## src/rtl/ddr3_int_ex_pattern_seq.sv

```systemverilog
// ---------------------------------------------------------------------------
// ddr3_int_ex_pattern_seq
//
// Sequences a bank of LANES external 8-bit LFSR pattern generators for the
// DDR3 example driver. A run is one write pass that streams LFSR data, a
// reseed, and one read pass that compares the returned data against the
// regenerated LFSR stream. This block owns every LFSR control input.
//
// Optional feature macro: DDR3_PATSEQ_ERR_CAPTURE_EN
//   defined     -> first mismatch of a run (beat index, expected and actual
//                  data) is captured on the first_err_* outputs.
//   not defined -> first_err_* outputs exist but are tied to zero.
//
// Ports
//   clk, reset          single clock, synchronous active-high reset
//   start               pulse, accepted only in IDLE or DONE
//   seed, num_beats     run configuration, sampled on an accepted start
//   lfsr_enable/pause/load, lfsr_ldata   control of all LFSR lanes
//   lfsr_data           current LFSR outputs, one byte per lane
//   wr_valid/wr_ready/wr_data            write beat stream
//   rd_valid/rd_data                     returned read beats (no backpressure)
//   busy, done, pass, err_count          run status
//   first_err_beat/exp/act/vld           first-mismatch capture
// ---------------------------------------------------------------------------
module ddr3_int_ex_pattern_seq #(
    parameter int         LANES     = 4,
    parameter int         CNT_W     = 12,
    parameter logic [7:0] SEED_STEP = 8'h11
) (
    input  logic                 clk,
    input  logic                 reset,
    input  logic                 start,
    input  logic [7:0]           seed,
    input  logic [CNT_W-1:0]     num_beats,
    output logic                 lfsr_enable,
    output logic                 lfsr_pause,
    output logic                 lfsr_load,
    output logic [LANES*8-1:0]   lfsr_ldata,
    input  logic [LANES*8-1:0]   lfsr_data,
    output logic                 wr_valid,
    input  logic                 wr_ready,
    output logic [LANES*8-1:0]   wr_data,
    input  logic                 rd_valid,
    input  logic [LANES*8-1:0]   rd_data,
    output logic                 busy,
    output logic                 done,
    output logic                 pass,
    output logic [15:0]          err_count,
    output logic [CNT_W-1:0]     first_err_beat,
    output logic [LANES*8-1:0]   first_err_exp,
    output logic [LANES*8-1:0]   first_err_act,
    output logic                 first_err_vld
);

    localparam int               LW       = LANES * 8;
    localparam logic [CNT_W-1:0] CNT_ZERO = {CNT_W{1'b0}};
    localparam logic [CNT_W-1:0] CNT_ONE  = {{(CNT_W-1){1'b0}}, 1'b1};

    typedef enum logic [2:0] {
        ST_IDLE   = 3'd0,
        ST_SEED   = 3'd1,
        ST_WRITE  = 3'd2,
        ST_RESEED = 3'd3,
        ST_READ   = 3'd4,
        ST_DONE   = 3'd5
    } state_t;

    // Seed for one lane: base plus lane index times the per-lane step, mod 256.
    function automatic logic [7:0] lane_seed(input logic [7:0] base, input logic [7:0] idx);
        logic [7:0] offs;
        offs = idx * SEED_STEP;
        return base + offs;
    endfunction

    // Error counter increment that sticks at all-ones.
    function automatic logic [15:0] sat_inc16(input logic [15:0] val);
        logic [15:0] res;
        if (val == 16'hFFFF) begin
            res = val;
        end else begin
            res = val + 16'h0001;
        end
        return res;
    endfunction

    state_t             state_r;
    state_t             state_s;
    logic [7:0]         seed_r;
    logic [CNT_W-1:0]   beats_r;
    logic [CNT_W-1:0]   cnt_r;
    logic [15:0]        err_r;
    logic [15:0]        err_next_s;
    logic               done_r;
    logic               pass_r;

    logic               start_ok_s;
    logic               beats_zero_s;
    logic               last_s;
    logic               wr_fire_s;
    logic               rd_fire_s;
    logic               mismatch_s;
    logic               enable_s;
    logic               pause_s;
    logic               load_s;
    logic               wr_valid_s;
    logic               busy_s;

    assign start_ok_s   = start & ((state_r == ST_IDLE) | (state_r == ST_DONE));
    assign beats_zero_s = (num_beats == CNT_ZERO);
    // beats_r is non-zero whenever a pass is running, so the subtraction cannot wrap there.
    assign last_s       = (cnt_r == (beats_r - CNT_ONE));
    assign wr_fire_s    = (state_r == ST_WRITE) & wr_ready;
    assign rd_fire_s    = (state_r == ST_READ) & rd_valid;
    assign mismatch_s   = rd_fire_s & (rd_data != lfsr_data);

    // Saturating error count including the beat compared this cycle.
    always_comb begin
        err_next_s = err_r;
        if (mismatch_s) begin
            err_next_s = sat_inc16(err_r);
        end else begin
            err_next_s = err_r;
        end
    end

    // Next-state and state-decoded LFSR / stream controls.
    always_comb begin
        state_s    = state_r;
        enable_s   = 1'b0;
        pause_s    = 1'b1;
        load_s     = 1'b0;
        wr_valid_s = 1'b0;
        busy_s     = 1'b0;
        case (state_r)
            ST_IDLE, ST_DONE: begin
                if (start_ok_s) begin
                    if (beats_zero_s) begin
                        state_s = ST_DONE;
                    end else begin
                        state_s = ST_SEED;
                    end
                end else begin
                    state_s = state_r;
                end
            end
            ST_SEED: begin
                enable_s = 1'b1;
                load_s   = 1'b1;
                busy_s   = 1'b1;
                state_s  = ST_WRITE;
            end
            ST_WRITE: begin
                enable_s   = 1'b1;
                busy_s     = 1'b1;
                wr_valid_s = 1'b1;
                // LFSRs step only on an accepted beat so stalled data is held.
                pause_s    = ~wr_ready;
                if (wr_ready && last_s) begin
                    state_s = ST_RESEED;
                end else begin
                    state_s = ST_WRITE;
                end
            end
            ST_RESEED: begin
                enable_s = 1'b1;
                load_s   = 1'b1;
                busy_s   = 1'b1;
                state_s  = ST_READ;
            end
            ST_READ: begin
                enable_s = 1'b1;
                busy_s   = 1'b1;
                pause_s  = ~rd_valid;
                if (rd_valid && last_s) begin
                    state_s = ST_DONE;
                end else begin
                    state_s = ST_READ;
                end
            end
            default: begin
                state_s = ST_IDLE;
            end
        endcase
    end

    // State, run configuration, beat counter and result registers.
    always_ff @(posedge clk) begin
        if (reset) begin
            state_r <= ST_IDLE;
            seed_r  <= 8'h00;
            beats_r <= CNT_ZERO;
            cnt_r   <= CNT_ZERO;
            err_r   <= 16'h0000;
            done_r  <= 1'b0;
            pass_r  <= 1'b0;
        end else begin
            state_r <= state_s;
            if (start_ok_s) begin
                seed_r  <= seed;
                beats_r <= num_beats;
                cnt_r   <= CNT_ZERO;
                err_r   <= 16'h0000;
                // A zero-length run completes immediately with a clean result.
                done_r  <= beats_zero_s;
                pass_r  <= beats_zero_s;
            end else begin
                err_r <= err_next_s;
                if (wr_fire_s || rd_fire_s) begin
                    // Counter returns to zero after the last write beat, ready for the read pass.
                    cnt_r <= last_s ? CNT_ZERO : (cnt_r + CNT_ONE);
                end
                if (rd_fire_s && last_s) begin
                    done_r <= 1'b1;
                    pass_r <= (err_next_s == 16'h0000);
                end
            end
        end
    end

    // Per-lane reload values derived from the latched base seed.
    for (genvar i = 0; i < LANES; i++) begin : g_lane
        assign lfsr_ldata[i*8 +: 8] = lane_seed(seed_r, 8'(i));
    end

    assign lfsr_enable = enable_s;
    assign lfsr_pause  = pause_s;
    assign lfsr_load   = load_s;
    assign wr_valid    = wr_valid_s;
    assign wr_data     = lfsr_data;
    assign busy        = busy_s;
    assign done        = done_r;
    assign pass        = pass_r;
    assign err_count   = err_r;

`ifdef DDR3_PATSEQ_ERR_CAPTURE_EN
    logic               cap_vld_r;
    logic [CNT_W-1:0]   cap_beat_r;
    logic [LW-1:0]      cap_exp_r;
    logic [LW-1:0]      cap_act_r;

    // First-mismatch capture; armed again by every accepted start.
    always_ff @(posedge clk) begin
        if (reset) begin
            cap_vld_r  <= 1'b0;
            cap_beat_r <= CNT_ZERO;
            cap_exp_r  <= {LW{1'b0}};
            cap_act_r  <= {LW{1'b0}};
        end else if (start_ok_s) begin
            cap_vld_r  <= 1'b0;
            cap_beat_r <= CNT_ZERO;
            cap_exp_r  <= {LW{1'b0}};
            cap_act_r  <= {LW{1'b0}};
        end else if (mismatch_s && !cap_vld_r) begin
            cap_vld_r  <= 1'b1;
            cap_beat_r <= cnt_r;
            cap_exp_r  <= lfsr_data;
            cap_act_r  <= rd_data;
        end else begin
            cap_vld_r  <= cap_vld_r;
        end
    end

    assign first_err_vld  = cap_vld_r;
    assign first_err_beat = cap_beat_r;
    assign first_err_exp  = cap_exp_r;
    assign first_err_act  = cap_act_r;
`else
    assign first_err_vld  = 1'b0;
    assign first_err_beat = CNT_ZERO;
    assign first_err_exp  = {LW{1'b0}};
    assign first_err_act  = {LW{1'b0}};
`endif

endmodule
```

## config.mk

```make
export PLATFORM = sky130hd
export DESIGN_NAME = ddr3_int_ex_pattern_seq
export DESIGN_NICKNAME = d
export VERILOG_FILES = /design/src/rtl/ddr3_int_ex_pattern_seq.sv
export SDC_FILE = /design/constraint.sdc
export NUM_CORES = 1
export LEC_CHECK = 0
export CORE_ASPECT_RATIO = 0.6
export CORE_UTILIZATION = 40
export CTS_CLUSTER_SIZE = 16
export DETAILED_ROUTE_END_ITERATION = 16
export HOLD_SLACK_MARGIN = 0.1
export PLACE_DENSITY = 0.83
export REMOVE_ABC_BUFFERS = 1
export SYNTH_ARGS = -nofsm -noshare
export SYNTH_HDL_FRONTEND = slang
export SYNTH_SLANG_ARGS = --single-unit
export TNS_END_PERCENT = 100
```

## constraint.sdc

```tcl
create_clock -name clk -period 3.9 [get_ports clk]
set_clock_uncertainty 0.15 [all_clocks]
set_input_delay 0.39 -clock clk [delete_from_list [all_inputs] [get_ports clk]]
set_output_delay 0.39 -clock clk [all_outputs]
set_load 0.1 [all_outputs]
```

# Word level (Yosys, flattened, before mapping)
# Cells that the tools add are included.
# W data, S select, Z words.
[op_classes]
bitwise = 7
n_reduce_logical = 12
eq_ne = 9
n_mux = 16
add_sub_neg = 6
[op_table]
columns = ["op", "n"]
rows = [
  ["$mux W16", 2],
  ["$ne A32 B32 Y1", 1],
  ["$add A16 B1 Y16 const B", 1],
  ["$add A8 B6 Y8 const B", 2],
  ["$eq A16 B16 Y1 const B", 1],
  ["$logic_not A16 Y1", 1],
  ["$pmux W3 S5", 1],
  ["$add A12 B1 Y12 const B", 1],
  ["$eq A12 B12 Y1", 1],
  ["$logic_not A12 Y1", 1],
  ["$mux W12", 1],
  ["$sub A12 B1 Y12 const B", 1],
  ["$mux W1", 9],
  ["$add A8 B5 Y8 const B", 1],
  ["$eq A3 B2 Y1 const B", 2],
  ["$eq A3 B3 Y1 const B", 2],
  ["$mux W3", 2],
  ["$reduce_or A2 Y1", 3],
  ["$and A1 B1 Y1", 4],
  ["$reduce_or A4 Y1", 1],
  ["$eq A3 B1 Y1 const B", 1],
  ["$logic_and A1 B1 Y1", 3],
  ["$logic_not A3 Y1", 1],
  ["$ne A2 B2 Y1 const B", 1],
  ["5 further kinds", 6],
]
[word_totals]
regBits = 53
out_inout_bits = 164
word_cells = 57
in_bits = 89

# Logic depth before layout (Yosys ltp)
[depth]
word_depth = 7
ltp_mapped = 12
ltp_nobuf = 10

# Least setup slack after synthesis
# OpenSTA, ideal clock, no wires.
[synth_path]
path_kind = "register -> output"
start = "reg seed_r[0]"
end = "out lfsr_ldata[30]"
t_arrival_ns = 4.054
n_path_buf = 0
stages_incl_launch_ff = 6
required_time_ns = 3.360
slack_ns = -0.694
path_cell_list = "dfxtp_1 inv_1 ha_1 nor2_1 nor3_1 xnor2_1"
[synth_between]
elab_chain_len = 1
[synth_lines]
columns = ["element", "line", "text"]
rows = [
  ["from (decl)", "88", "logic [7:0] seed_r;"],
  ["from (signal assigned)", "190", "seed_r <= 8'h00;"],
  ["from (signal assigned)", "199", "seed_r <= seed;"],
  ["$add A8 B6 Y8", "72", "return base + offs;"],
  ["to (decl)", "38", "output logic [LANES*8-1:0] lfsr_ldata,"],
]
# No other way between the ends.

# Worst setup path in the final report
[layout_path]
start = "reg beats_r[0]"
end = "reg cnt_r[3]"
[layout_between]
elab_chain_len = 3
[layout_lines]
columns = ["element", "line", "text"]
rows = [
  ["from (decl)", "89", "logic [CNT_W-1:0] beats_r;"],
  ["from (signal assigned)", "200", "beats_r <= num_beats;"],
  ["$sub A12 B1 Y12", "111", "assign last_s = (cnt_r == (beats_r - CNT_ONE));"],
  ["$eq A12 B12 Y1", "111", ""],
  ["$mux W12", "210", "cnt_r <= last_s ? CNT_ZERO : (cnt_r + CNT_ONE);"],
  ["to (signal assigned)", "210", ""],
  ["to (decl)", "90", "logic [CNT_W-1:0] cnt_r;"],
]
# No other way between the ends.
# A chain may end at the register's enable or synchronous reset.

==> impl_metrics.toml <==
[setup_path]
worst-path-buf-inv = 1
critPathKind = "reg2reg"
r2r_cells = 10
timing.critical_path.depth = 10
slowest_delay_ns = 0.56
crit_path_cell_trace = "inv_1 -> ha_1 -> or4b_4 -> or4_1 -> nand3_1 -> o211ai_1 -> a2111oi_2 -> nand2_1 -> nand2_1 -> nor2_1"
cp_slowest_cell = "or4b_4"
cp-start-kind = "flip-flop"
cp-end-kind = "flip-flop"
r2r_slack_ns = 0.48
path_common_cell = "nand2_1"
crit_arrival_ns = 3.44
reg2reg_to = "cnt_r[3]"
path_max_fanout = 12
endpoint = "cnt_r[3]"
cp-startpoint = "beats_r[0]"
crit_required_ns = 3.91
path_delay_family = "simple AND/OR/NAND/NOR gates"
timing.rr.start = "beats_r[0]"

[worst_hold_path]
hold_class = "reg2reg"
min_path_cells = 2
min_from = "beats_r[8]"

[cells_and_area]
nets = 811
final_common_cell = "clkdlybuf4s50_1"
num_antenna_cells = 0
final_cells = 855
fin_util = 0.547
layout_common_cells = "clkdlybuf4s50_1 (159), conb_1 (77), xnor2_1 (72)"
area_growth_pct = 30.9
fill_cells = 1037
drive_gt1_frac = 0.0503

[placement]
dp_cells = 847
gp_congestion = 0.914
dp.final_hpwl_mm = 9.92
port_buffers = 175

[clock_network]
cts_setup_buffers = 0
cts.sinks = 53
cts-root-buf = "clkbuf_16"
cts_tree = "built"
path_clk_slew_ns = 0.07
h-tree-depth = 2
insertion_delay_ns = 0.29
post_cts_resized = 0
cts_buffer_depth = 2
cts_hold_buf = 0
cts_buffers = 5

[logic_synthesis]
synth-seq-cells = 53
ys.flop_type = "dfxtp_1"
synth_edf_count = 0
ys_seq_area_frac = 0.236
synth_cells = 592
yosys_warnings = 0
synth.cell_area_mm2 = 0.00449
synth_area_leaders = "dfxtp_1 (24%), buf_4 (19%), xnor2_1 (14%), nand2_1 (5.8%), nor2_1 (3.8%)"
syn_area_per_cell_um2 = 7.58
ys_types = 54
async_flop_share = 0
synth_top_area_frac = 0.236
yosysTopAreaCell = "dfxtp_1"

[detailed_routing]
routed_wl_mm = 12.2
firstDrtPassIters = 11
num_vias = 4107
drc_errors = 4
vias_per_cell = 4.80
wl_per_cell_um = 14.3
drtIter0Drc = 395
postRouteAntennaNets = 0

[die]
die_y_um = 84.1
start_util = 0.418
ioPinCount = 253
die-area_mm2 = 0.0117
core_area_mm2 = 0.0107
rows = 29
die_w_um = 139

[grt]
grt_start_max_net_pins = 28
grt_pass1_vias = 3542
antenna_found_initial = 0
grt_pass1_wl_mm = 19.3
overflow = 0
grt_usage = 0.205

[sta]
rsz0062_at_grt = "false"
whs_ns = 0.337
slew_violations = 0
timing.final.crit_share = 0.878
relSlewSlack = 0.327
worst_pin_slew_ns = 1.01
max_clock_freq_ghz = 0.292
layout_min_cycle_time_ns = 3.42
finalHoldViolations = 0
finalSetupViolCount = 0

[pwr]
power_density_mw_per_mm2 = 382
p_leak_nw = 2.19
peakVddDrop_v = 0.000237

[job]
drv_cap = 0

[outcome]
outcome = "finished with violations"
violations = "DRC"
-- area by class of cell --
type	instances	area [µm²]	area share
Inverter	11	41.3	0.00703
Clock buffer	7	133	0.0226
Timing Repair Buffer	179	1740	0.296
Clock inverter	1	7.51	0.00128
Tap cell	139	174	0.0296
Multi-Input combinational cell	465	2720	0.463
Sequential cell	53	1060	0.181
-- power breakdown --
part           leakage [nW]  switching, mW  internal, mW
combinational          1.69          0.937         0.272
clock                0.0641          0.199         0.239
sequential            0.430         0.0383         0.560
-- cells in the mapped netlist (4+ instances only) --
cell type / n
nand2_1: 69
xor2_1: 15
and4_1: 5
nor2_1: 45
and3_1: 7
inv_1: 11
o31ai_1: 5
o21ai_0: 9
a21oi_1: 33
ha_1: 7
and2_1: 6
clkbuf_1: 21
nand4_1: 18
nor2b_1: 6
buf_4: 112
xnor2_1: 72
nand3_1: 16
nor3_1: 9
a31oi_1: 4
o21a_1: 4
nor4_1: 11
dfxtp_1: 53
or3_1: 5
-- worst min-delay path, delay by kind of cell (launching register included) --
kind            cells  cell delay (ns)
flops               1             0.33
compound gates      1             0.06
simple gates        1             0.06
-- metrics by stage --
stage | setup slack [ns] | setup TNS (ns) | cell area (µm²) | power [mW]
floorplan | -2.26 | -12.26 | 3820 | 1.41
global placement | 0.585 | 0 | 5740 | 1.81
detailed placement | 0.491 | 0 | 5740 | 1.81
CTS | 0.469 | 0 | 5880 | 2.25
global route | 0.215 | 0 | 5880 | 2.33
finish | 0.478 | 0 | 5880 | 2.25
-- sequential cells by signal (all words and copies together) (netlist names) --
signal and count:
pass 1, state_r 3, done 1, beats_r 12, err_count 16, seed_r 8
cnt_r 12
-- per-layer routing --
| layer | global-route usage | part of all wire |
|---|---|---|
| met1 | 0.325 | 0.50 |
| met2 | 0.286 | 0.42 |
| met3 | 0.0361 | 0.066 |
| met4 | 0.0263 | 0.0043 |
| met5 | 0 | 0 |
-- worst min-delay path by stage --
stage                        to  slack (ns)
finish               beats_r[8]        0.34
CTS                 beats_r[11]        0.34
global placement    beats_r[11]        0.31
global route         beats_r[1]        0.37
detailed placement  beats_r[11]        0.33
floorplan           beats_r[11]        0.29
-- kinds of logic (layout without fill, tap and decap cells) --
group / after synthesis / in the layout / share of synthesized area
AO/OA/AOI/OAI: 79 / 79 / 0.112
XOR/XNOR: 87 / 87 / 0.170
adder cells (fa/ha/maj): 7 / 7 / 0.0195
buffers and inverters: 150 / 198 / 0.222
flip-flops: 53 / 53 / 0.236
multiplexers: 1 / 1 / 0.00251
other: 1 / 77 / 0.000835
AND/OR/NAND/NOR: 214 / 214 / 0.237
Note: power is estimated with default switching activity, not from simulation.
